## src/rtl/branch_sequencer.sv

```systemverilog
// branch_sequencer: program-counter sequencer with conditional branches on
// latched ALU flags and an optional return-address stack.
// Optional feature macro: BRANCH_STACK_EN. When it is defined, the design has
// a stack, CALL/RET, occupancy outputs and a sticky error. When it is not
// defined, there is no stack: CALL acts as GOTO, RET acts as NEXT, and the
// stack outputs are held at constant values.
module branch_sequencer #(
    parameter int ADDR_W      = 8,
    parameter int STACK_DEPTH = 4,
    parameter int RESET_PC    = 0
) (
    input  logic                           i_clk,
    input  logic                           i_rst,
    input  logic                           i_en,
    input  logic [2:0]                     i_opcode,
    input  logic [ADDR_W-1:0]              i_target,
    input  logic [2:0]                     i_status,
    input  logic                           i_flag_we,
    output logic [ADDR_W-1:0]              o_pc,
    output logic                           o_jump,
    output logic [2:0]                     o_flags,
    output logic [$clog2(STACK_DEPTH):0]   o_depth,
    output logic                           o_full,
    output logic                           o_empty,
    output logic                           o_err
);

    localparam int DEPTH_W = $clog2(STACK_DEPTH) + 1;

    typedef enum logic [2:0] {
        OP_NEXT   = 3'b000,
        OP_GOTO   = 3'b001,
        OP_GTIFZ  = 3'b010,
        OP_GTIFN  = 3'b011,
        OP_GTIFC  = 3'b100,
        OP_GTIFNZ = 3'b101,
        OP_CALL   = 3'b110,
        OP_RET    = 3'b111
    } opcode_e;

    opcode_e            op;
    logic [2:0]         flags_q, flags_d;
    logic [ADDR_W-1:0]  pc_q, pc_d;
    logic [ADDR_W-1:0]  pc_inc;
    logic               take;
    logic               jump;

    assign op     = opcode_e'(i_opcode);
    assign pc_inc = pc_q + ADDR_W'(1);

`ifdef BRANCH_STACK_EN
    logic [ADDR_W-1:0]  stack_q [STACK_DEPTH];
    logic [ADDR_W-1:0]  stack_d [STACK_DEPTH];
    logic [DEPTH_W-1:0] depth_q, depth_d;
    logic [DEPTH_W-1:0] depth_m1;
    logic               err_q, err_d;
    logic               stack_full;
    logic               stack_empty;
    logic               stack_fault;
    logic [ADDR_W-1:0]  ret_addr;

    assign stack_full  = (depth_q == DEPTH_W'(STACK_DEPTH));
    assign stack_empty = (depth_q == '0);
    assign depth_m1    = depth_q - DEPTH_W'(1);

    // Top-of-stack read: the entry just below the occupancy count.
    always_comb begin
        ret_addr = '0;
        for (int i = 0; i < STACK_DEPTH; i++) begin
            if (depth_m1 == DEPTH_W'(i)) begin
                ret_addr = stack_q[i];
            end
        end
    end
`endif

    // Opcode decode: branch condition uses the flags registered before this edge.
    always_comb begin
        take = 1'b0;
`ifdef BRANCH_STACK_EN
        stack_fault = 1'b0;
`endif
        case (op)
            OP_NEXT:   take = 1'b0;
            OP_GOTO:   take = 1'b1;
            OP_GTIFZ:  take = flags_q[0];
            OP_GTIFN:  take = flags_q[1];
            OP_GTIFC:  take = flags_q[2];
            OP_GTIFNZ: take = ~flags_q[0];
`ifdef BRANCH_STACK_EN
            OP_CALL: begin
                take        = ~stack_full;
                stack_fault = stack_full;
            end
            OP_RET: begin
                take        = ~stack_empty;
                stack_fault = stack_empty;
            end
`else
            OP_CALL:   take = 1'b1;
            OP_RET:    take = 1'b0;
`endif
            default:   take = 1'b0;
        endcase
        jump = i_en & take;
    end

    // Next PC and flag register.
    always_comb begin
        pc_d    = pc_q;
        flags_d = i_flag_we ? i_status : flags_q;
        if (i_en) begin
            pc_d = jump ? i_target : pc_inc;
`ifdef BRANCH_STACK_EN
            if (jump && op == OP_RET) begin
                pc_d = ret_addr;
            end
`endif
        end
    end

`ifdef BRANCH_STACK_EN
    // Stack push/pop and sticky error on illegal CALL/RET.
    always_comb begin
        stack_d = stack_q;
        depth_d = depth_q;
        err_d   = err_q;
        if (jump && op == OP_CALL) begin
            for (int i = 0; i < STACK_DEPTH; i++) begin
                if (depth_q == DEPTH_W'(i)) begin
                    stack_d[i] = pc_inc;
                end
            end
            depth_d = depth_q + DEPTH_W'(1);
        end
        if (jump && op == OP_RET) begin
            depth_d = depth_m1;
        end
        if (i_en && stack_fault) begin
            err_d = 1'b1;
        end
    end

    // Stack storage is not reset; its contents are meaningless once depth is zero.
    always_ff @(posedge i_clk) begin
        stack_q <= stack_d;
    end

    // Stack occupancy and error registers with synchronous reset.
    always_ff @(posedge i_clk) begin
        if (i_rst) begin
            depth_q <= '0;
            err_q   <= 1'b0;
        end else begin
            depth_q <= depth_d;
            err_q   <= err_d;
        end
    end

    assign o_depth = depth_q;
    assign o_full  = stack_full;
    assign o_empty = stack_empty;
    assign o_err   = err_q;
`else
    assign o_depth = '0;
    assign o_full  = 1'b0;
    assign o_empty = 1'b1;
    assign o_err   = 1'b0;
`endif

    // PC and flag registers with synchronous reset.
    always_ff @(posedge i_clk) begin
        if (i_rst) begin
            pc_q    <= ADDR_W'(RESET_PC);
            flags_q <= 3'b000;
        end else begin
            pc_q    <= pc_d;
            flags_q <= flags_d;
        end
    end

    assign o_pc    = pc_q;
    assign o_flags = flags_q;
    assign o_jump  = jump;

endmodule

```

## config.mk

```make
export PLATFORM = sky130hd
export DESIGN_NAME = branch_sequencer
export DESIGN_NICKNAME = d
export VERILOG_FILES = /design/src/rtl/branch_sequencer.sv
export SDC_FILE = /design/constraint.sdc
export NUM_CORES = 1
export LEC_CHECK = 0
export CAP_MARGIN = 20
export CORE_UTILIZATION = 30
export DETAILED_ROUTE_END_ITERATION = 6
export HOLD_SLACK_MARGIN = 0.05
export SYNTH_ARGS = -nofsm -noshare
export SYNTH_HDL_FRONTEND = slang
export SYNTH_SLANG_ARGS = --single-unit
```

## constraint.sdc

```tcl
create_clock -name i_clk -period 2 [get_ports i_clk]
set_clock_uncertainty 0.15 [all_clocks]
set_input_delay 0.4 -clock i_clk [delete_from_list [all_inputs] [get_ports i_clk]]
set_output_delay 0.4 -clock i_clk [all_outputs]
set_load 0.01 [all_outputs]
```

==> summary.txt <==
Worst setup path
  • CP Launch Type: flip-flop
  • Worst path max stage delay: 0.58 ns
  • CP arrival: 1.29 ns
  • Crit path launch: o_pc[2]$_SDFFE_PP0P_
  • CP Class: flip-flop to output pin
  • Critical path cell sequence: clkdlybuf4s50_1
  • Worst r2r src: o_flags[2]$_SDFFE_PP0P_
  • Slowest-stage cell, CP: clkdlybuf4s50_1
  • Crit path max-delay family: buffers and inverters
  • Critical Path RT: 1.45 ns
  • WP buf/inv: 1
  • Setup crit end kind: output pin
  • Crit path max fanout: 7
  • Worst reg-to-reg setup slack: 0.39 ns

Outcome
  • Run status: finished, final reports clean

Power and ir drop
  • Comb pwr share: 0.296
  • Clk pwr share: 0.262
  • Lkg Pwr: 0.435 nW
  • Int Power: 0.411 mW
  • Net Sw Power: 0.170 mW
  • VDD IR max: 402 uV
  • Power Density: 547 mW/mm2
  • Sw Share: 0.293
  • Seq pwr share: 0.442

GRT
  • Vias in the first global route: 643
  • GRT Overall Usage: 0.144
  • Initial antenna violation count: 0
  • Largest net degree at the start of global routing: 19
  • First-pass GRT wire length: 2830 um
  • Gr ovfl total: 0

Yosys
  • Most common library cells after synthesis: 11 x dfxtp_1, 9 x nor2_1, 6 x buf_4, 5 x mux2i_1, 5 x nand3_1
  • Distinct cell type count after synthesis: 34
  • Post-synth ARST share: 0
  • Synthesized area: 722 um2
  • #FFs+latches synth: 11
  • Syn avg cell area: 8.70 um2
  • Main synth FF type: dfxtp_1
  • Post-synth EDFFs: 0
  • Post-synthesis sequential area ratio: 0.305
  • Yosys top cell by area: dfxtp_1
  • Yosys warnings: 0
  • Share of the synthesized area in the top cell type: 0.305
  • Largest cells by area after synthesis: dfxtp_1 31%, mux2i_1 6.9%, buf_4 6.2%, nor2_1 4.7%, a32oi_4 3.8%
  • Most numerous cell in the Yosys netlist: dfxtp_1
  • Synth Instances: 83

Final layout
  • Finished Core Util: 0.476
  • Fin nets: 135
  • Ant. Diodes: 0
  • Area Overhead vs Synth: 47.1%
  • Layout cells sized above 1: 0.130

Routing
  • Per-cell routed wire length: 12.0 um
  • DR iter-0 viols: 3
  • Vias/cell: 5.04
  • DRC violations left: 0
  • Via count: 721
  • DRT Wirelength: 1710 um
  • Antenna-violating nets left: 0
  • Drt first pass iters: 4

Clocking
  • Post-CTS Setup Repair Bufs: 0
  • CTS Buf Count: 3
  • H-tree depth: 1
  • CTS tree: done
  • Sink Count: 11
  • Clock transition at path regs: 0.07 ns
  • Clock Tree Buf Depth: 2
  • CTS root buffer: clkbuf_4
  • Cts hold-fix bufs: 0
  • Clk_lat worst skew: 0.27 ns

Floorplanning
  • Die width: 51.1 um
  • FP Rows: 17
  • Initial Utilization: 0.323
  • Boundary pin count: 36
  • DIE AREA: 0.00261 mm2
  • CORE AREA: 0.00223 mm2
  • Die H: 51.1 um

Timing
  • Final min period: 1.84 ns
  • Final hold slack: 0.395 ns
  • Tcrit/Tclk final: 0.919
  • Setup violators final: 0
  • Fmax: 544 MHz
  • Fin worst setup slack: 0.162 ns
  • Final hold violation count: 0
  • Fin. max-slew vios: 0
  • RSZ-0062 raised after global routing: no

Worst hold path
  • Worst Hold Class: flip-flop to flip-flop
  • Worst Min Path Start: o_flags[1]$_SDFFE_PP0P_

Job
  • Max-cap violations: 0

Placed design
  • Final HPWL DP: 1330 um
  • Placer Congestion: 0.754
  • Worst slack at placement: -0.413 ns
  • IO Port Bufs: 29
## what timing repair did
action | CTS | global route
pin swaps | 1 | 1
cloned | 0 | 0
resized for setup | 7 | 2
endpoints found under the setup margin | 1 | 1
## metal layers
| layer | track usage | part of all wire | vias up |
|---|---|---|---|
| met4 | 0.0417 | 0 | 0 |
| met3 | 0.0327 | 0.070 | 0 |
| met5 | 0 | 0 | - |
| li1 | - | - | 366 |
| met2 | 0.239 | 0.46 | 26 |
| met1 | 0.185 | 0.47 | 329 |
## state kept, by name, indices dropped and copies added (netlist names)
register  cells
o_pc          8
o_flags       3
## logic make-up (layout without fill, tap and decap cells)
| kind of cell | after synthesis | after routing | synth area share |
|---|---|---|---|
| AO/OA/AOI/OAI | 21 | 21 | 0.244 |
| other | 2 | 6 | 0.0104 |
| flip-flops | 11 | 11 | 0.305 |
| multiplexers | 5 | 5 | 0.0693 |
| buffers and inverters | 12 | 40 | 0.106 |
| adder cells (fa/ha/maj) | 1 | 1 | 0.0173 |
| AND/OR/NAND/NOR | 31 | 31 | 0.248 |
## cell usage in the layout, fill, tap and decap left out, types with 2 or more instances in the layout
master,instances
dlygate4sd2_1,2
clkbuf_4,3
o311a_1,2
nand2b_1,2
and4_1,2
and3_1,4
o21ai_0,3
o311ai_0,3
clkdlybuf4s50_1,25
nand2_1,3
dfxtp_1,11
a31oi_1,2
inv_1,2
mux2i_1,5
nor2_1,9
a21oi_1,3
nand3_1,5
conb_1,6
buf_4,5
## area by class of cell
cell class | instances | area (um2)
fill | 221 | 1170
inverter | 2 | 7.51
multi-input combinational | 64 | 450
sequential | 11 | 220
timing repair buffer | 34 | 323
clock buffer | 4 | 26.3
tap | 28 | 35.0
## stage by stage
step	power [mW]	cell area [um2]	TNS (ns)	cells
4_1_cts	0.588	1050	0	143
3_5_place_dp	0.436	1030	-1.07	139
5_1_grt	0.618	1060	0	143
3_3_place_gp	0.432	1030	-0.893	139
2_1_floorplan	0.351	737	0	87
6_report	0.581	1060	0	143
## power groups by stage
| stage | clock [mW] | combinational (mW) | sequential (mW) |
|---|---|---|---|
| after floorplan | 0 | 0.0856 | 0.266 |
| after global placement | 0 | 0.171 | 0.261 |
| after detailed placement | 0 | 0.174 | 0.262 |
| after CTS | 0.158 | 0.173 | 0.257 |
| after global routing | 0.168 | 0.189 | 0.261 |
| final | 0.152 | 0.172 | 0.257 |
## final timing paths
check                                 end  depth (start not counted)
setup reg to reg     o_pc[1]$_SDFFE_PP0P_                          5
hold reg to reg   o_flags[1]$_SDFFE_PP0P_                          2
setup / recovery                  o_pc[2]                          1
hold / removal    o_flags[1]$_SDFFE_PP0P_                          2
Note: power is estimated with default switching activity, not from simulation.
